[config.mk]
export PLATFORM = sky130hd
export DESIGN_NAME = score_display_flat
export DESIGN_NICKNAME = d
export VERILOG_FILES = /design/src/rtl/score_display_if.sv /design/src/rtl/score_display.sv /design/src/flat_wrapper.sv
export SDC_FILE = /design/constraint.sdc
export NUM_CORES = 1
export LEC_CHECK = 0
export ABC_AREA = 1
export BUFFER_PORTS_ARGS = -buffer_cell sky130_fd_sc_hd__buf_2
export CAP_MARGIN = 10
export CORE_AREA = 10 10 106 108
export DETAILED_ROUTE_END_ITERATION = 8
export DIE_AREA = 0 0 116 118
export PLACE_DENSITY = 0.62
export SYNTH_ARGS = -nofsm -noshare
export SYNTH_HDL_FRONTEND = slang
export SYNTH_SLANG_ARGS = --single-unit
[constraint.sdc]
create_clock -name clk -period 5.75 [get_ports clk]
set_clock_uncertainty 0.05 [all_clocks]
set_input_delay 0.575 -clock clk [delete_from_list [all_inputs] [get_ports clk]]
set_output_delay 0.575 -clock clk [all_outputs]
set_load 0.005 [all_outputs]
[src/rtl/score_display_if.sv]
// -----------------------------------------------------------------------------
// score_display_if
// Bundles the score_display data path: the four BCD score digits and the
// game_over level coming in, and the multiplexed seven-segment drive going out.
//
// Signals:
//   score_digit3..0 : BCD thousands..units digits (from the score counter)
//   game_over       : level, display blinks indefinitely while high
//   ssd_an          : active-low anodes, bit0 = rightmost (units) digit
//   ssd_seg         : active-low segments {dp,g,f,e,d,c,b,a}
//
// Modports:
//   master : score source / bench side (drives digits, observes display)
//   slave  : score_display side (consumes digits, drives display)
//
// Handshake: none. Digits and game_over are plain levels sampled once per scan
// frame; the display outputs are continuously valid registered levels.
// -----------------------------------------------------------------------------
interface score_display_if;
   logic [3:0] score_digit3;
   logic [3:0] score_digit2;
   logic [3:0] score_digit1;
   logic [3:0] score_digit0;
   logic       game_over;
   logic [3:0] ssd_an;
   logic [7:0] ssd_seg;

   modport master (
      output score_digit3, score_digit2, score_digit1, score_digit0, game_over,
      input  ssd_an, ssd_seg
   );

   modport slave (
      input  score_digit3, score_digit2, score_digit1, score_digit0, game_over,
      output ssd_an, ssd_seg
   );
endinterface

[src/rtl/score_display.sv]
// -----------------------------------------------------------------------------
// score_display
// Time-multiplexes four BCD score digits onto a 4-digit common-anode seven
// segment display with leading-zero blanking. The digits are snapshotted once
// per scan frame so a multi-digit update never tears. A change of the shown
// score flashes the display for FLASH_FRAMES frames; game_over blinks it for
// as long as it stays high.
//
// Ports:
//   clk     : system clock
//   rst     : asynchronous, active-high reset
//   bus     : score_display_if.slave (digits + game_over in, ssd_an/ssd_seg out)
//   state_o : current display state (0 = SHOW, 1 = FLASH, 2 = OVER)
// -----------------------------------------------------------------------------
module score_display #(
   parameter int SCAN_DIV     = 100000,
   parameter int FLASH_FRAMES = 64,
   parameter int BLINK_HALF   = 8
) (
   input  logic                  clk,
   input  logic                  rst,
   score_display_if.slave        bus,
   output logic [1:0]            state_o
);

   localparam int PW = $clog2(SCAN_DIV);
   localparam int FW = $clog2(FLASH_FRAMES + 1);
   localparam int BW = $clog2(BLINK_HALF + 1);

   localparam logic [PW-1:0] PRESC_MAX  = PW'(SCAN_DIV - 1);
   localparam logic [FW-1:0] FLASH_LOAD = FW'(FLASH_FRAMES);
   localparam logic [BW-1:0] BLINK_MAX  = BW'(BLINK_HALF - 1);

   typedef enum logic [1:0] {
      ST_SHOW  = 2'd0,
      ST_FLASH = 2'd1,
      ST_OVER  = 2'd2
   } state_t;

   logic [PW-1:0] presc_q, presc_d;
   logic [1:0]    idx_q, idx_d;
   logic [15:0]   snap_q;
   logic [FW-1:0] flash_cnt_q;
   logic [BW-1:0] blink_cnt_q, blink_cnt_d;
   logic          blink_on_q, blink_on_d;
   state_t        state_q;
   logic [3:0]    an_q, an_d;
   logic [7:0]    seg_q, seg_d;

   logic [15:0]   digits_in;
   logic          tick;
   logic          frame_end;
   logic          changed;
   logic          gov;

   assign digits_in = {bus.score_digit3, bus.score_digit2,
                       bus.score_digit1, bus.score_digit0};
   assign gov       = bus.game_over;
   assign tick      = (presc_q == PRESC_MAX);
   assign frame_end = tick && (idx_q == 2'd3);
   // Compared against the snapshot about to be replaced on this frame_end.
   assign changed   = (digits_in != snap_q);

   assign presc_d = tick ? '0 : presc_q + PW'(1);
   assign idx_d   = tick ? idx_q + 2'd1 : idx_q;

   // One blink step, shared by FLASH and OVER.
   always_comb begin
      blink_cnt_d = blink_cnt_q + BW'(1);
      blink_on_d  = blink_on_q;
      if (blink_cnt_q == BLINK_MAX) begin
         blink_cnt_d = '0;
         blink_on_d  = ~blink_on_q;
      end
   end

   // Scan timing and per-frame snapshot.
   always_ff @(posedge clk or posedge rst) begin
      if (rst) begin
         presc_q <= '0;
         idx_q   <= 2'd0;
         snap_q  <= 16'h0000;
      end else begin
         presc_q <= presc_d;
         idx_q   <= idx_d;
         if (frame_end) snap_q <= digits_in;
      end
   end

   // Display state machine; advances only at frame boundaries.
   always_ff @(posedge clk or posedge rst) begin
      if (rst) begin
         state_q     <= ST_SHOW;
         flash_cnt_q <= '0;
         blink_cnt_q <= '0;
         blink_on_q  <= 1'b1;
      end else if (frame_end) begin
         case (state_q)
            ST_SHOW: begin
               blink_on_q <= 1'b1;
               if (gov) begin
                  state_q     <= ST_OVER;
                  blink_cnt_q <= '0;
               end else if (changed) begin
                  state_q     <= ST_FLASH;
                  flash_cnt_q <= FLASH_LOAD;
                  blink_cnt_q <= '0;
               end
            end
            ST_FLASH: begin
               if (gov) begin
                  state_q     <= ST_OVER;
                  blink_cnt_q <= blink_cnt_d;
                  blink_on_q  <= blink_on_d;
               end else if (changed) begin
                  // Restart the timeout but keep the blink phase running.
                  flash_cnt_q <= FLASH_LOAD;
                  blink_cnt_q <= blink_cnt_d;
                  blink_on_q  <= blink_on_d;
               end else if (flash_cnt_q <= FW'(1)) begin
                  state_q     <= ST_SHOW;
                  flash_cnt_q <= '0;
                  blink_cnt_q <= '0;
                  blink_on_q  <= 1'b1;
               end else begin
                  flash_cnt_q <= flash_cnt_q - FW'(1);
                  blink_cnt_q <= blink_cnt_d;
                  blink_on_q  <= blink_on_d;
               end
            end
            ST_OVER: begin
               if (!gov) begin
                  blink_cnt_q <= '0;
                  blink_on_q  <= 1'b1;
                  if (changed) begin
                     state_q     <= ST_FLASH;
                     flash_cnt_q <= FLASH_LOAD;
                  end else begin
                     state_q     <= ST_SHOW;
                     flash_cnt_q <= '0;
                  end
               end else begin
                  blink_cnt_q <= blink_cnt_d;
                  blink_on_q  <= blink_on_d;
               end
            end
            default: begin
               state_q     <= ST_SHOW;
               flash_cnt_q <= '0;
               blink_cnt_q <= '0;
               blink_on_q  <= 1'b1;
            end
         endcase
      end
   end

   function automatic logic [7:0] seg_decode(input logic [3:0] d);
      logic [7:0] s;
      case (d)
         4'd0:    s = 8'hC0;
         4'd1:    s = 8'hF9;
         4'd2:    s = 8'hA4;
         4'd3:    s = 8'hB0;
         4'd4:    s = 8'h99;
         4'd5:    s = 8'h92;
         4'd6:    s = 8'h82;
         4'd7:    s = 8'hF8;
         4'd8:    s = 8'h80;
         4'd9:    s = 8'h90;
         default: s = 8'hBF;  // non-BCD shows a dash
      endcase
      return s;
   endfunction

   // Next display drive for the slot selected by idx_q. A dash digit is
   // non-zero, so it never counts as a leading zero.
   always_comb begin
      logic [3:0] cur;
      logic       blank;
      logic [3:0] an_sel;
      logic       z3, z2, z1;
      z3     = (snap_q[15:12] == 4'd0);
      z2     = (snap_q[11:8]  == 4'd0);
      z1     = (snap_q[7:4]   == 4'd0);
      cur    = snap_q[3:0];
      blank  = 1'b0;
      an_sel = 4'b1110;
      case (idx_q)
         2'd0: begin cur = snap_q[3:0];   blank = 1'b0;         an_sel = 4'b1110; end
         2'd1: begin cur = snap_q[7:4];   blank = z3 && z2 && z1; an_sel = 4'b1101; end
         2'd2: begin cur = snap_q[11:8];  blank = z3 && z2;     an_sel = 4'b1011; end
         default: begin cur = snap_q[15:12]; blank = z3;        an_sel = 4'b0111; end
      endcase
      an_d  = 4'b1111;
      seg_d = 8'hFF;
      if (blink_on_q && !blank) begin
         an_d  = an_sel;
         seg_d = seg_decode(cur);
      end
   end

   always_ff @(posedge clk or posedge rst) begin
      if (rst) begin
         an_q  <= 4'b1111;
         seg_q <= 8'hFF;
      end else begin
         an_q  <= an_d;
         seg_q <= seg_d;
      end
   end

   assign bus.ssd_an  = an_q;
   assign bus.ssd_seg = seg_q;
   assign state_o     = state_q;

endmodule

[src/flat_wrapper.sv]
// flat-port wrapper written by rule: the top's interface ports become plain ports
module score_display_flat 
#(
   parameter int SCAN_DIV     = 100000,
   parameter int FLASH_FRAMES = 64,
   parameter int BLINK_HALF   = 8
)
  (clk, rst, state_o, bus_score_digit3, bus_score_digit2, bus_score_digit1, bus_score_digit0, bus_game_over, bus_ssd_an, bus_ssd_seg);
  score_display_if bus_i ();
  input  logic clk;
  input  logic rst;
  output logic [1:0] state_o;
  input wire logic [$bits(bus_i.score_digit3)-1:0] bus_score_digit3;
  input wire logic [$bits(bus_i.score_digit2)-1:0] bus_score_digit2;
  input wire logic [$bits(bus_i.score_digit1)-1:0] bus_score_digit1;
  input wire logic [$bits(bus_i.score_digit0)-1:0] bus_score_digit0;
  input wire logic [$bits(bus_i.game_over)-1:0] bus_game_over;
  output wire logic [$bits(bus_i.ssd_an)-1:0] bus_ssd_an;
  output wire logic [$bits(bus_i.ssd_seg)-1:0] bus_ssd_seg;
  assign bus_i.score_digit3 = bus_score_digit3;
  assign bus_i.score_digit2 = bus_score_digit2;
  assign bus_i.score_digit1 = bus_score_digit1;
  assign bus_i.score_digit0 = bus_score_digit0;
  assign bus_i.game_over = bus_game_over;
  assign bus_ssd_an = bus_i.ssd_an;
  assign bus_ssd_seg = bus_i.ssd_seg;
  score_display #(.SCAN_DIV(SCAN_DIV), .FLASH_FRAMES(FLASH_FRAMES), .BLINK_HALF(BLINK_HALF)) u_core (.clk(clk), .rst(rst), .bus(bus_i), .state_o(state_o));
endmodule
=== After elaboration in Yosys (flattened, before gate mapping) ===
Memories as Yosys holds them, arrays and structs flattened.
Cells that the tools add are included.

* Eq/ne operators: 15
* Bitwise logic cells: 1
* Reduce and logical (&&, ||, !) cells: 13
* Order comparisons: 1
* Add/subtract/negate cells: 4
* Muxes and demuxes: 36

{| class="wikitable"
|+ Operators with widths
! cell !! count
|-
| 2-to-1 mux 7 bit || 7
|-
| one-hot mux 4 bit (3 select lines) || 3
|-
| 2-to-1 mux 4 bit || 8
|-
| one-hot mux 7 bit (3 select lines) || 1
|-
| adder 17 x 1 -> 17 bit, second input constant || 1
|-
| equality test 17 bit, second input constant || 1
|-
| 2-to-1 mux 17 bit || 1
|-
| inequality test 16 bit || 1
|-
| zero test 4 bit || 3
|-
| 2-to-1 mux 2 bit || 6
|-
| AND reduction 5 bit || 2
|-
| 2-to-1 mux 8 bit || 1
|-
| less-or-equal comparator 7 x 1 -> 1 bit, second input constant || 1
|-
| subtractor 7 x 1 -> 7 bit, second input constant || 1
|-
| equality test 2 bit, second input constant || 3
|-
| 2-to-1 mux 1 bit || 6
|-
| inequality test 2 bit, second input constant || 3
|-
| inequality test 3 x 2 -> 1 bit, second input constant || 2
|-
| one-hot mux 2 bit (3 select lines) || 1
|-
| adder 4 x 1 -> 4 bit, second input constant || 1
|-
| equality test 2 x 1 -> 1 bit, second input constant || 2
|-
| equality test 4 x 3 -> 1 bit, second input constant || 1
|-
| logical AND 1 bit || 4
|-
| zero test 2 bit || 2
|-
| other kinds (8) || 8
|}

* Word-level logic and storage cells: 80
* Bits in registers: 61
* Output and inout bits: 14
* Memories: 1
* Input port bits: 19
* Memory bits (read-only): 112

{| class="wikitable"
|+ Memories
! memory !! words !! width !! read ports !! clocked after memory_dff !! write ports !! line !! source
|-
| (name not given) || 16 || 7 || 1 || 0 || 0 || score_display.sv:159 || <nowiki>case (d)</nowiki>
|}

=== Depth between registers and ports, before layout ===
* Word-level depth: 7
* Mapped depth: 12
* Gate-level depth less buffers: 12

=== Worst setup path before layout ===
OpenSTA, ideal clock, no wires.

* Path type: register -> register
* From: register u_core.idx_q[0]
* To: register u_core.seg_q[3], in the netlist u_core.bus.ssd_seg[3]
* Arrival: 1.868 ns
* Data required time: 5.617 ns
* Buffers on the path: 0
* Setup time: 0.083 ns
* Setup slack: 3.748 ns
* Cell stages (with the launch flop): 9
* Period minus slack after synthesis: 2.002 ns
* Cell sequence: dfrtp_1 > ha_1 > inv_1 > nand2_1 > o22ai_1 > ha_1 > or2_2 > nand3_1 > nand2_1

* Word-level cells in the longest chain between the ends: 5
* Elaborated cells between the ends (all ways): 9
* Classes of those cells: eq/ne (2); mux (3); reduce/logical (3); memory (1)

{| class="wikitable"
|+ Ends and longest elaborated chain
! what !! line !! source
|-
| start: declaration || score_display.sv:41 || <nowiki>logic [1:0] idx_q, idx_d;</nowiki>
|-
| start signal: assignment || score_display.sv:85 || <nowiki>idx_q <= idx_d;</nowiki>
|-
| branches (longest 4 deep; another with memory read (16 x 7 bit)) || -- ||
|-
| 2-to-1 mux 8 bit * || score_display.sv:196 || <nowiki>if (blink_on_q && !blank) begin</nowiki>
|-
| via u_core.seg_d[3] || score_display.sv:48 || <nowiki>logic [7:0] seg_q, seg_d;</nowiki>
|-
| end signal: assignment || score_display.sv:208 || <nowiki>seg_q <= seg_d;</nowiki>
|-
| end: declaration || score_display.sv:48 ||
|}

Mark *: on every way through the listed nets, which the timed path passes.
A chain may end at the register's enable or synchronous reset.

=== Worst setup path after layout ===
Same ends and word-level chain as after synthesis.

==> impl_metrics.env <==
export IMPL_timing_critical_path_required_ps=5960
export IMPL_clk_lat_worst_skew_ps=330
export IMPL_dieHeight_um=118
export IMPL_instance_area_at_placement_sq_um=3960
export IMPL_wire_length_of_the_first_global_routing_pass_um=13400
export IMPL_grt_max_degree=61
export IMPL_port_buffers=31
export IMPL_avgViaCountPerCell=4.69
export IMPL_fin_area_sq_um=4190
export IMPL_layout_drive_gt1_share=0.194
export IMPL_max_buffers_root_to_sink=2
export IMPL_fin_ws_ps=3490
export IMPL_run_status="finished clean"
export IMPL_post_cts_resized=0
export IMPL_diodes=0
export IMPL_layout_overhead_on_the_synthesized_area_pct=13.8
export IMPL_static_leakage_power_nw=2.28
export IMPL_route_vias_total=3064
export IMPL_first_pass_iters=4
export IMPL_worstHoldPathType="in -> async"
export IMPL_final_report_max_slew_violation_count=0
export IMPL_tritoncts_num_buffers=9
export IMPL_cts_setup_buffers=0
export IMPL_first_global_vias=2988
export IMPL_cts_hold_buf=0
export IMPL_gr_total_overflow=0
export IMPL_avg_synthesized_cell_area_sq_um=7.38
export IMPL_ys_seq_elements=60
export IMPL_drv_cap=0
export IMPL_synthFlopType="sky130_fd_sc_hd__dfrtp_1"
export IMPL_cts_max_level=3
export IMPL_dpl_hpwl_um=5860
export IMPL_power_density_cell_area_nw_per_um2=214
export IMPL_post_syn_area_sq_um=3680
export IMPL_final_min_clock_period_ps=2260
export IMPL_final_nets=574
export IMPL_floorplan_io_pins=33
export IMPL_path_class="reg -> reg"
export IMPL_yosys_warnings=0
export IMPL_synth_nets=536
export IMPL_clockRootBuffer="sky130_fd_sc_hd__clkbuf_8"
export IMPL_timing_critical_path_to_type="flop"
export IMPL_drt_total_wl_um=7700
export IMPL_gp_congestion=0.879
export IMPL_route_detailed_wl_per_inst_um=11.8
export IMPL_post_route_period_util=0.393
export IMPL_initialDrtViolationCount=157
export IMPL_power_total_mw=0.897
export IMPL_detail_route_drc_violations=0
export IMPL_grt_antenna_before_repair=0
export IMPL_std_cell_rows=35
export IMPL_cts_sinks=60
export IMPL_worst_setup_hold_path_clk_slew_ps=70
export IMPL_setup_viol=0
export IMPL_detail_route_antenna_nets=0
export IMPL_met2WireLength_um=3620
export IMPL_grt_use_total=0.118
export IMPL_topRoutingLayerUsed="met4"
export IMPL_wirelength_met1_um=3640
export IMPL_cts_tree="built"
export IMPL_rsz0062_at_grt="no"
export IMPL_design_die_area_sq_um=13700
export IMPL_floorplan_initialDensity=0.404
export IMPL_core_area_sq_um=9110
export IMPL_cp_max_fo=6
export IMPL_synth_edf_count=0
export IMPL_final_setup_tns_ps=0
export IMPL_asyncSetResetFlopFracSynth=1.00
export IMPL_maximum_clock_rate_mhz=443
export IMPL_count_of_final_hold_check_violations=0
export IMPL_syn_inst=499
export IMPL_seq_area_frac_synth=0.412
export IMPL_fp_dieW_um=116
export IMPL_tightestPinTransition_ps=754
export IMPL_timing_critical_path_arrival_ps=2470
export IMPL_crit_path_start_kind="flop"
export IMPL_finalHoldWorstSlack_ps=397
export IMPL_timing_slew_headroom=0.498
export IMPL_placement_setup_worst_slack_ps=3560
export IMPL_yosysUniqueCellTypes=39
export IMPL_route_met3_wl_um=295
export IMPL_irDropWorstVdd_v=0.0000848
-- worst paths after layout --
path,start,end,slack [ps],cells past startpoint
setup / recovery,u_core.idx_q[0],u_core.bus.ssd_seg[3],3490,9
hold / removal,rst,u_core.presc_q[7],400,3
setup reg to reg,u_core.idx_q[0],u_core.bus.ssd_seg[3],3490,9
hold reg to reg,u_core.presc_q[0],u_core.presc_q[0],410,1
max in group asynchronous,rst,u_core.blink_cnt_q[3],4760,3
min in group clk,u_core.presc_q[0],u_core.presc_q[0],410,1
-- layout make-up --
type	instances	area (sq um)
Clock buffer	12	165
Clock inverter	4	70.1
Fill cell	909	4920
Inverter	89	334
Multi-Input combinational cell	345	1800
Sequential cell	60	1520
Tap cell	111	139
Timing Repair Buffer	32	163
-- worst max-delay path: stages, from the launching register on --
cell and delay (ps):
sky130_fd_sc_hd__dfrtp_1 400, sky130_fd_sc_hd__inv_1 100, sky130_fd_sc_hd__ha_1 220, sky130_fd_sc_hd__inv_1 140, sky130_fd_sc_hd__o22ai_1 100, sky130_fd_sc_hd__o22ai_1 410, sky130_fd_sc_hd__ha_1 330, sky130_fd_sc_hd__or2_2 310
sky130_fd_sc_hd__nand3_1 90, sky130_fd_sc_hd__nand2_1 50
-- layer usage --
layer | vias to the layer above | GRT usage
met5 | - | 0
met2 | 45 | 0.187
met3 | 12 | 0.0224
met4 | 0 | 0.0501
met1 | 1375 | 0.151
li1 | 1632 | -
-- logic make-up after synthesis --
| group | after synthesis | share of synthesized area |
|---|---|---|
| simple gates | 254 | 0.307 |
| buf+inv | 94 | 0.0988 |
| compound gates | 65 | 0.103 |
| flops | 60 | 0.412 |
| fa+ha+maj | 18 | 0.0611 |
| xor+xnor | 7 | 0.0166 |
| other cells | 1 | 0.00102 |
-- cell usage after synthesis, drive strengths merged (2+ instances only) --
cell / number / share of area
a21oi: 15 / 0.024
a31oi: 2 / 0.0034
buf: 2 / 0.0051
clkbuf: 3 / 0.0031
dfrtp: 48 / 0.33
dfstp: 12 / 0.086
ha: 18 / 0.061
inv: 88 / 0.090
nand2: 155 / 0.16
nand3: 24 / 0.037
nand4: 5 / 0.010
nor2: 51 / 0.064
nor3: 10 / 0.021
o211ai: 3 / 0.0061
o21ai: 34 / 0.047
o22ai: 9 / 0.017
or2: 6 / 0.010
xor2: 7 / 0.017
-- cell usage in the layout (no fill, tap or decap), drive strengths merged --
| cell type | synthesis | routed |
|---|---|---|
| o21ai | 34 | 34 |
| o221a | 1 | 1 |
| and3 | 1 | 1 |
| nand2 | 155 | 155 |
| bufinv | 0 | 2 |
| nand3 | 24 | 24 |
| nor4 | 1 | 1 |
| buf | 2 | 32 |
| or2 | 6 | 6 |
| dfrtp | 48 | 48 |
| a21boi | 1 | 1 |
| ha | 18 | 18 |
| xor2 | 7 | 7 |
| clkbuf | 3 | 12 |
| nor3 | 10 | 10 |
| a31oi | 2 | 2 |
| o22ai | 9 | 9 |
| inv | 88 | 88 |
| dfstp | 12 | 12 |
| conb | 1 | 1 |
| o211ai | 3 | 3 |
| a21oi | 15 | 15 |
| nand3b | 1 | 1 |
| nand4 | 5 | 5 |
| nor2 | 51 | 51 |
| clkinv | 1 | 3 |
-- stage by stage --
step,instances,util
after floorplan,499,-
after global placement,637,0.434
after detailed placement,637,0.434
after CTS,653,0.460
after global routing,653,0.460
final,653,0.460
-- report_power, final --
part           switching [mW]  internal (mW)  total [mW]
clock                   0.166          0.278       0.444
combinational          0.0203        0.00947      0.0298
sequential           0.000335          0.423       0.423
total                   0.187          0.710       0.897
-- sequential cells by signal (all words and copies together), names as in the netlist --
register	cells
u_core.blink_cnt_q	4
u_core.blink_on_q	1
u_core.bus.ssd_an	4
u_core.bus.ssd_seg	7
u_core.flash_cnt_q	7
u_core.idx_q	2
u_core.presc_q	17
u_core.snap_q	16
u_core.state_o	2
(Power assumes the default switching activity.)
